--- src/rtl/actuador_pkg.sv ---
// Shared types and helpers for the two-axis stepper actuator.
// Axis state encoding, speed codes, angle width and the speed-to-period mapping.
package actuador_pkg;

  typedef enum logic [1:0] {
    IDLE    = 2'd0,
    RUN_POS = 2'd1,
    RUN_NEG = 2'd2,
    FAULT   = 2'd3
  } eje_state_t;

  localparam logic [1:0] SPD_STOP = 2'b00;
  localparam logic [1:0] SPD_SLOW = 2'b01;
  localparam logic [1:0] SPD_MED  = 2'b10;
  localparam logic [1:0] SPD_FAST = 2'b11;

  localparam int ANG_W = 16;

  // Clock cycles per step for a speed code; never returns 0 so the prescaler compare stays sane.
  function automatic logic [15:0] step_period(input logic [1:0] code, input logic [15:0] base);
    logic [15:0] p;
    case (code)
      SPD_SLOW: p = base;
      SPD_MED:  p = base >> 1;
      SPD_FAST: p = base >> 2;
      default:  p = base;
    endcase
    if (p == 16'd0) p = 16'd1;
    return p;
  endfunction

endpackage

--- src/rtl/eje_paso.sv ---
// Single-axis engine: direction FSM, step prescaler, coil phase and saturating angle.
// Honours ACTUADOR_HOLD_EN (keep last coil phase energized in IDLE/FAULT).
module eje_paso
  import actuador_pkg::*;
#(
  parameter int STEP_DIV_BASE = 50000,
  parameter int ANG_MAX       = 180,
  parameter int ANG_RESET     = 90
) (
  input  logic             clk,
  input  logic             rst,
  input  logic [1:0]       pos,
  input  logic [1:0]       neg,
  output logic [3:0]       coil,
  output logic [ANG_W-1:0] angle,
  output logic             lim,
  output logic             conflict
);

  localparam logic [15:0]      BASE_W  = 16'(STEP_DIV_BASE);
  localparam logic [ANG_W-1:0] MAX_W   = ANG_W'(ANG_MAX);
  localparam logic [ANG_W-1:0] RESET_W = ANG_W'(ANG_RESET);

  eje_state_t       state_reg, state_next;
  logic [15:0]      cnt_reg;
  logic [1:0]       phase_reg;
  logic [ANG_W-1:0] angle_reg;
  logic             lim_reg;

  logic [1:0]  code;
  logic [15:0] period;
  logic        in_run, run_next, stay_run, tick;

  always_comb begin
    state_next = state_reg;
    if (pos != SPD_STOP && neg != SPD_STOP) begin
      state_next = FAULT;
    end else begin
      case (state_reg)
        IDLE: begin
          if (pos != SPD_STOP)      state_next = RUN_POS;
          else if (neg != SPD_STOP) state_next = RUN_NEG;
        end
        RUN_POS: begin
          if (pos == SPD_STOP) state_next = (neg != SPD_STOP) ? RUN_NEG : IDLE;
        end
        RUN_NEG: begin
          if (neg == SPD_STOP) state_next = (pos != SPD_STOP) ? RUN_POS : IDLE;
        end
        FAULT: begin
          if (pos == SPD_STOP && neg == SPD_STOP) state_next = IDLE;
        end
        default: state_next = IDLE;
      endcase
    end
  end

  // A tick only fires while the axis holds its RUN state; any state change clears the prescaler instead.
  always_comb begin
    in_run   = (state_reg == RUN_POS) || (state_reg == RUN_NEG);
    run_next = (state_next == RUN_POS) || (state_next == RUN_NEG);
    code     = (state_reg == RUN_NEG) ? neg : pos;
    period   = step_period(code, BASE_W);
    stay_run = in_run && (state_next == state_reg);
    tick     = stay_run && (cnt_reg >= period - 16'd1);
  end

  always_ff @(posedge clk or negedge rst) begin
    if (!rst) begin
      state_reg <= IDLE;
      cnt_reg   <= 16'd0;
      phase_reg <= 2'd0;
      angle_reg <= RESET_W;
      lim_reg   <= 1'b0;
    end else begin
      state_reg <= state_next;

      if (!stay_run || tick) cnt_reg <= 16'd0;
      else                   cnt_reg <= cnt_reg + 16'd1;

      if (!run_next) begin
        lim_reg <= 1'b0;
      end else if (tick && state_reg == RUN_POS) begin
        if (angle_reg < MAX_W) begin
          phase_reg <= phase_reg + 2'd1;
          angle_reg <= angle_reg + 1'b1;
          lim_reg   <= 1'b0;
        end else begin
          lim_reg <= 1'b1;
        end
      end else if (tick && state_reg == RUN_NEG) begin
        if (angle_reg != '0) begin
          phase_reg <= phase_reg - 2'd1;
          angle_reg <= angle_reg - 1'b1;
          lim_reg   <= 1'b0;
        end else begin
          lim_reg <= 1'b1;
        end
      end
    end
  end

  always_comb begin
    coil = 4'b0000;
`ifdef ACTUADOR_HOLD_EN
    coil = 4'b0001 << phase_reg;
`else
    if (in_run) coil = 4'b0001 << phase_reg;
`endif
  end

  assign angle    = angle_reg;
  assign lim      = lim_reg;
  assign conflict = (state_reg == FAULT);

endmodule

--- src/rtl/actuador_ejes.sv ---
// Two independent stepper axis engines (theta, phi) with a shared fault flag.
// Optional macro ACTUADOR_HOLD_EN keeps holding torque on the last phase when idle.
module actuador_ejes
  import actuador_pkg::*;
#(
  parameter int STEP_DIV_BASE = 50000,
  parameter int ANG_MAX       = 180,
  parameter int ANG_RESET     = 90
) (
  input  logic             clk,
  input  logic             rst,
  input  logic [1:0]       s_in_theta_pos,
  input  logic [1:0]       s_in_theta_neg,
  input  logic [1:0]       s_in_phi_pos,
  input  logic [1:0]       s_in_phi_neg,
  output logic [3:0]       coil_theta,
  output logic [3:0]       coil_phi,
  output logic [ANG_W-1:0] theta_actual,
  output logic [ANG_W-1:0] phi_actual,
  output logic             lim_theta,
  output logic             lim_phi,
  output logic             fault
);

  // Index 0 is theta, index 1 is phi.
  logic [1:0]       pos_a      [2];
  logic [1:0]       neg_a      [2];
  logic [3:0]       coil_a     [2];
  logic [ANG_W-1:0] angle_a    [2];
  logic [1:0]       lim_a;
  logic [1:0]       conflict_a;

  assign pos_a[0] = s_in_theta_pos;
  assign neg_a[0] = s_in_theta_neg;
  assign pos_a[1] = s_in_phi_pos;
  assign neg_a[1] = s_in_phi_neg;

  genvar gi;
  generate
    for (gi = 0; gi < 2; gi++) begin : g_eje
      eje_paso #(
        .STEP_DIV_BASE(STEP_DIV_BASE),
        .ANG_MAX      (ANG_MAX),
        .ANG_RESET    (ANG_RESET)
      ) u_eje (
        .clk     (clk),
        .rst     (rst),
        .pos     (pos_a[gi]),
        .neg     (neg_a[gi]),
        .coil    (coil_a[gi]),
        .angle   (angle_a[gi]),
        .lim     (lim_a[gi]),
        .conflict(conflict_a[gi])
      );
    end
  endgenerate

  assign coil_theta   = coil_a[0];
  assign coil_phi     = coil_a[1];
  assign theta_actual = angle_a[0];
  assign phi_actual   = angle_a[1];
  assign lim_theta    = lim_a[0];
  assign lim_phi      = lim_a[1];
  assign fault        = |conflict_a;

endmodule

--- config.mk ---
export PLATFORM = sky130hd
export DESIGN_NAME = actuador_ejes
export DESIGN_NICKNAME = d
export VERILOG_FILES = /design/src/rtl/actuador_pkg.sv /design/src/rtl/eje_paso.sv /design/src/rtl/actuador_ejes.sv
export SDC_FILE = /design/constraint.sdc
export NUM_CORES = 1
export LEC_CHECK = 0
export BUFFER_PORTS_ARGS = -buffer_cell sky130_fd_sc_hd__buf_2
export CAP_MARGIN = 20
export CORE_MARGIN = 1
export CORE_UTILIZATION = 36
export CTS_CLUSTER_DIAMETER = 100
export DETAILED_ROUTE_END_ITERATION = 16
export PLACE_DENSITY_LB_ADDON = 0.2
export SYNTH_ARGS = -nofsm -noshare
export SYNTH_HDL_FRONTEND = slang
export SYNTH_SLANG_ARGS = --single-unit
--- constraint.sdc ---
create_clock -name clk -period 7.3 [get_ports clk]
set_clock_uncertainty 0.15 [all_clocks]
set_input_delay 0.73 -clock clk [delete_from_list [all_inputs] [get_ports clk]]
set_output_delay 0.73 -clock clk [all_outputs]
set_load 0.1 [all_outputs]
==> out/metrics.csv, run 1 <==
metric,value,unit
io pins,53,
P&R area growth vs syn,12.76,%
Die Height,127.6,µm
"commonest non-fill, non-tap cell in the layout",dfrtp_1,
Sink Count,74,
Final TNS setup,0,ps
Worst Path Arrival,6170,ps
"area leader, netlist",dfrtp_1,
deepest clock path buffer count,2,
maximum fanout along the worst path,15,
fmax,164.0,MHz
multiplexer share of the synthesized area,4.233,%
min cycle time layout,6099,ps
Most used DFF post-synth,dfrtp_1,
Pwr Density,201.4,mW/mm²
Mapped Nets,696,
Worst Max-Slew Pin Slew,1011,ps
path depth of the worst reg2reg path,22,
XOR/XNOR Fraction of Synth Area,9.877,%
Syn. warnings,0,
# diodes,0,
Net Sw Frac,37.91,%
Post CTS Setup Buffer Count,0,
Initial Util,37.06,%
WL met3,415,µm
wire length on met2,5676,µm
part of the power in registers,35.1,%
Initial DRC Count,237,
layout cells sized above 1,16.74,%
Clk pwr share,32.4,%
Synth Register Bits,74,
LEAKAGE,3.161,nW
Mean Syn Cell Area,9.154,µm²
RePlAce Congestion,0.8455,
I/O Buffers,52,
Net Switching,0.0004887,W
cell-internal power,0.0008004,W
Total GRT Usage,16.43,%
Max-cap violations,0,
total grt overflow,0,
VDD IR max,0.1103,mV
CTS Hold Bufs,0,
largest net degree at the start of global routing,75,
combinational share of power,32.5,%
Final setup viols,0,
CTS root buffer,clkbuf_16,
CORE AREA,0.01531,mm²
final max-slew violation count,0,
Clock Latency Late Sink,340,ps
Avg WL per Cell,13.81,µm
Async SR Flop Fraction,100.0,%
post-route ant nets,0,
Via Count,4575,
global-route wire length before repair,21470,µm
largest family of logic cells by synthesized area,compound AO/OA/AOI/OAI gates,
Rel. slew slack,32.52,%
Die ar.,0.01627,mm²
CP startpoint kind,register,
Synth area leaders,"dfrtp_1 (29%), ha_1 (14%), xnor2_1 (5.1%)",
Cells after Synth,620,
FF/Latch Area,0.001862,mm²
post-synthesis compound-gate area fraction,17.42,%
RSZ-0062 raised after global routing,no,
"Net count, final",746,
endpoints failing hold,0,
"Cell Area, Synth",0.005675,mm²
Die W,127.6,µm
reg2reg setup slack,1200,ps
Yosys top cell area share,29.10,%
DR vias/cell,5.164,
Simple-Gate Fraction of Synth Area,17.42,%
Post-synth EDFFs,0,
Critical R2R Launch,g_eje[0].u_eje.state_reg[0]$_DFF_PN0_,
Clock Pin Slew Worst Setup and Hold Paths,60,ps
Hold WC Path Type,input pin to async pin,
area occupied by multi-input gates,0.003618,mm²
cts bufs inserted,9,
final wirelength,12240,µm
initial antenna violation count,0,
Synth Area in Adders,14.81,%
RR Endpoint,g_eje[0].u_eje.angle[15]$_DFFE_PN0P_,
sequential fraction of the synthesis area,32.80,%
Overall Power,0.001289,W
outcome,"finished, final reports clean",
CP Class,register to register,
DR DRC count,0,
period utilization,83.55,%
TritonCTS clock tree,done,
drt first pass iters,4,
Core Rows,45,
FILL cells,1540,
most frequent cells in the layout,"dfrtp_1 (66), ha_1 (64), nor2_1 (59)",
uppermost layer routed,met4,
Worst Path Required,7370,ps
vias in the first global route,4622,
post-DP HPWL,9076,µm
CP endpoint kind,register,
CTS resizes,0,
synth unique cells,69,
H-tree level count,3,
Metal-1 WL,6013,µm
-- per-stage QoR --
stage	instance area (µm²)	setup WS [ps]	cells	utilization (%)	hold slack [ps]
floorplan	5675	1933	620	-	284.4
global placement	6105	1451	869	39.86	331.4
detailed placement	6105	1234	869	39.86	336.8
CTS	6380	1201	885	41.66	348.1
global route	6400	744.1	886	41.79	222.6
finish	6400	1201	886	41.79	193.3
-- routing by layer --
layer / global-route usage, % / vias to the layer above
li1: - / 2327
met1: 21.06 / 2184
met2: 27.16 / 55
met3: 4.271 / 9
met4: 4.762 / 0
met5: 0 / -
-- power groups by stage --
stage | sequential, W | clock (W) | combinational (W)
after floorplan | 0.000453 | 0 | 0.000341
after global placement | 0.000457 | 0 | 0.000415
after detailed placement | 0.000458 | 0 | 0.000422
after CTS | 0.000451 | 0.000436 | 0.000424
after global routing | 0.000456 | 0.000455 | 0.000469
final | 0.000452 | 0.000418 | 0.000419
-- how the worst max path moves through the flow --
stage / start / endpoint / slack (ps) / depth (start not counted)
floorplan: g_eje[0].u_eje.state_reg[0]$_DFF_PN0_ / g_eje[0].u_eje.angle[14]$_DFFE_PN0P_ / 1930 / 22
global placement: g_eje[0].u_eje.state_reg[0]$_DFF_PN0_ / g_eje[0].u_eje.angle[15]$_DFFE_PN0P_ / 1450 / 22
detailed placement: g_eje[0].u_eje.state_reg[0]$_DFF_PN0_ / g_eje[0].u_eje.angle[15]$_DFFE_PN0P_ / 1230 / 22
CTS: g_eje[0].u_eje.state_reg[0]$_DFF_PN0_ / g_eje[0].u_eje.angle[15]$_DFFE_PN0P_ / 1200 / 22
global route: g_eje[0].u_eje.state_reg[0]$_DFF_PN0_ / g_eje[0].u_eje.angle[15]$_DFFE_PN0P_ / 740 / 22
finish: g_eje[0].u_eje.state_reg[0]$_DFF_PN0_ / g_eje[0].u_eje.angle[15]$_DFFE_PN0P_ / 1200 / 22
-- cell type report --
type                    instances  share of cell area [%]
clock buffers                  13                   4.066
clock inverters                 3                  0.2346
inverters                      26                   1.525
multi-input cells             506                   56.54
flip-flops and latches         74                   29.09
well taps                     211                   4.125
repair buffers                 53                   4.418
-- synth_stat cells (16+ instances only) --
| library cell | instances |
|---|---|
| a21oi_1 | 34 |
| nor2_1 | 59 |
| xnor2_1 | 33 |
| nor3_1 | 16 |
| o21ai_0 | 42 |
| xor2_1 | 31 |
| ha_1 | 64 |
| nand2_1 | 54 |
| inv_1 | 26 |
| nand3_1 | 26 |
| dfrtp_1 | 66 |
-- logic make-up (layout without fill, tap and decap cells) --
| logic type | after synthesis | in the layout |
|---|---|---|
| AND/OR/NAND/NOR | 207 | 207 |
| XOR/XNOR | 64 | 64 |
| multiplexers | 21 | 21 |
| buffers and inverters | 40 | 95 |
| AO/OA/AOI/OAI | 148 | 148 |
| flip-flops | 74 | 74 |
| adder cells (fa/ha/maj) | 66 | 66 |
-- critical path, cell delays in order, from the launching register on --
cell	delay (ps)
dfrtp_1	480
inv_1	140
ha_1	310
mux2i_1	390
inv_1	160
nand2_1	140
inv_1	90
ha_1	300
a21o_1	190
a2111oi_2	340
o21ai_1	130
a311oi_2	330
and2b_2	280
nand2_1	450
ha_1	320
o21ai_0	120
o21ai_0	320
a21oi_1	130
o211a_1	270
o21ai_0	340
mux2i_1	260
o2111ai_2	140
xnor2_1	190
No activity file was read; power rests on OpenSTA's default activity.
==> run 2, diff against run 1 <==
Clock period 7.3 ns to 5.8 ns, I/O delays scaled along.
==> out/metrics.csv, run 2 (synthesis gave the netlist of run 1 again) <==
metric,value,unit,change
CORE AREA,0.01531,mm²,unchanged
Die W,127.6,µm,unchanged
outcome,"finished, final reports clean",,
design area,0.006442,mm²,+0.66%
most frequent cells in the layout,"dfrtp_1 (65), ha_1 (63), nor2_1 (59)",,
FILL cells,1538,,-0.13%
Core Rows,45,,unchanged
initial antenna violation count,0,,unchanged
period utilization,93.46,%,+9.9 points
Avg WL per Cell,13.79,µm,-0.16%
"Net count, final",749,,+0.40%
vias in the first global route,4621,,-0.022%
"commonest non-fill, non-tap cell in the layout",dfrtp_1,,
final max-slew violation count,0,,unchanged
VDD IR max,0.1488,mV,+35%
H-tree level count,3,,unchanged
endpoints failing hold,0,,unchanged
path depth of the worst reg2reg path,22,,unchanged
post-DP HPWL,9007,µm,-0.76%
RR Endpoint,g_eje[0].u_eje.angle[14]$_DFFE_PN0P_,,
cts bufs inserted,9,,unchanged
Die Height,127.6,µm,unchanged
Initial DRC Count,197,,-17%
P&R area growth vs syn,13.51,%,
Final setup viols,0,,unchanged
Worst Path Arrival,5500,ps,-670 ps
CP startpoint kind,register,,
Pwr Density,260.0,mW/mm²,+29%
Clock Pin Slew Worst Setup and Hold Paths,60,ps,about the same
Final TNS setup,0,ps,unchanged
I/O Buffers,52,,unchanged
fmax,184.5,MHz,+13%
Worst Max-Slew Pin Slew,985.0,ps,-26.50 ps
LEAKAGE,3.172,nW,+0.36%
Layout Utilization,42.07,%,+0.28 points
Hold WC Path Type,input pin to async pin,,
global-route wire length before repair,21650,µm,+0.84%
RSZ-0062 raised after global routing,no,,
io pins,53,,unchanged
Die ar.,0.01627,mm²,unchanged
CP endpoint kind,register,,
deepest clock path buffer count,2,,unchanged
Via Count,4596,,+0.46%
maximum fanout along the worst path,10,,-5
RePlAce Congestion,0.8067,,-4.6%
min cycle time layout,5421,ps,-678.4 ps
Sink Count,74,,unchanged
final wirelength,12250,µm,about the same
Total GRT Usage,16.44,%,about the same
Max-cap violations,0,,unchanged
CP Class,register to register,,
drt first pass iters,4,,unchanged
# diodes,0,,unchanged
total grt overflow,0,,unchanged
post-route ant nets,0,,unchanged
largest net degree at the start of global routing,75,,unchanged
Clock Latency Late Sink,340,ps,about the same
TritonCTS clock tree,done,,
Critical R2R Launch,g_eje[0].u_eje.state_reg[0]$_DFF_PN0_,,
reg2reg setup slack,380,ps,-820 ps
layout cells sized above 1,18.02,%,+1.3 points
dpl cell area,0.006135,mm²,+0.49%
DR DRC count,0,,unchanged
DR vias/cell,5.176,,+0.23%
Post CTS Setup Buffer Count,0,,unchanged
Rel. slew slack,34.34,%,+1.8 points
CTS root buffer,clkbuf_16,,
Initial Util,37.06,%,unchanged
Worst Path Required,5880,ps,-1490 ps
start point of the critical path,g_eje[0].u_eje.state_reg[0]$_DFF_PN0_,,
Critical Path End,g_eje[0].u_eje.angle[14]$_DFFE_PN0P_,,
==> run 2: metrics by stage <==
| step | total power [W] | std cells | hold slack (ps) | setup slack [ps] |
|---|---|---|---|---|
| finish | 0.001675 | 888 | 206.6 | 379.0 |
| global route | 0.001786 | 888 | 338.9 | 17.15 |
| floorplan | 0.0009995 | 620 | 134.4 | 433.2 |
| detailed placement | 0.001120 | 873 | 352.0 | 67.14 |
| CTS | 0.001700 | 888 | 287.3 | 45.82 |
| global placement | 0.001109 | 873 | 347.8 | 310.9 |
==> run 2: metal layers <==
layer | global-route usage [%] | wire, µm | up-vias
li1 | - | - | 2333
met1 | 22.26 | 6146 | 2184
met2 | 26.17 | 5548 | 67
met3 | 2.596 | 380 | 12
met4 | 6.653 | 170 | 0
met5 | 0 | 0 | -
==> run 2: worst min-delay path by stage <==
stage                                               startpoint                                    to  slack [ps]  cells after the start
after floorplan                                            rst   g_eje[0].u_eje.angle[0]$_DFFE_PN0P_         130                      0
after global placement    g_eje[0].u_eje.angle[15]$_DFFE_PN0P_  g_eje[0].u_eje.angle[15]$_DFFE_PN0P_         350                      1
after detailed placement  g_eje[1].u_eje.angle[15]$_DFFE_PN0P_  g_eje[1].u_eje.angle[15]$_DFFE_PN0P_         350                      1
after CTS                                                  rst  g_eje[0].u_eje.angle[10]$_DFFE_PN0P_         290                      1
after global routing                                       rst  g_eje[0].u_eje.angle[11]$_DFFE_PN0P_         340                      1
final                                                      rst   g_eje[0].u_eje.angle[9]$_DFFE_PN0P_         210                      1
==> run 2: critical path, cell delays in order, from the launching register on <==
cell and delay [ps]:
dfrtp_1 370, inv_1 100, ha_1 220, mux2i_2 340, inv_1 160, nand2_1 140, inv_1 100, ha_1 300
a21o_1 190, a2111oi_2 330, o21ai_1 130, a311oi_2 330, and2b_2 290, nand2_2 200, ha_1 320, a21o_1 200
a21oi_2 170, o21bai_1 100, a31o_2 290, a311o_1 350, a21oi_1 180, xnor2_1 80, mux2_4 250
==> run 2: cell type report <==
type	instances	area, µm²	area share (%)
sequential	74	1863	28.92
timing repair buffer	56	292.8	4.545
clock buffer	10	239.0	3.709
clock inverter	5	55.05	0.8545
inverter	26	97.59	1.515
multi-input combinational	506	3631	56.36
tap	211	264.0	4.098
==> run 2: repair_timing <==
action | in CTS | in global routing
setup endpoints to repair | 0 | 10
gates resized for setup | 0 | 6
hold buffers | 0 | 0
==> run 2: power by group <==
| part | internal (W) | switching [W] | total [W] |
|---|---|---|---|
| sequential | 0.000536 | 0.0000251 | 0.000561 |
| clock | 0.000341 | 0.000221 | 0.000562 |
| combinational | 0.000171 | 0.000380 | 0.000551 |
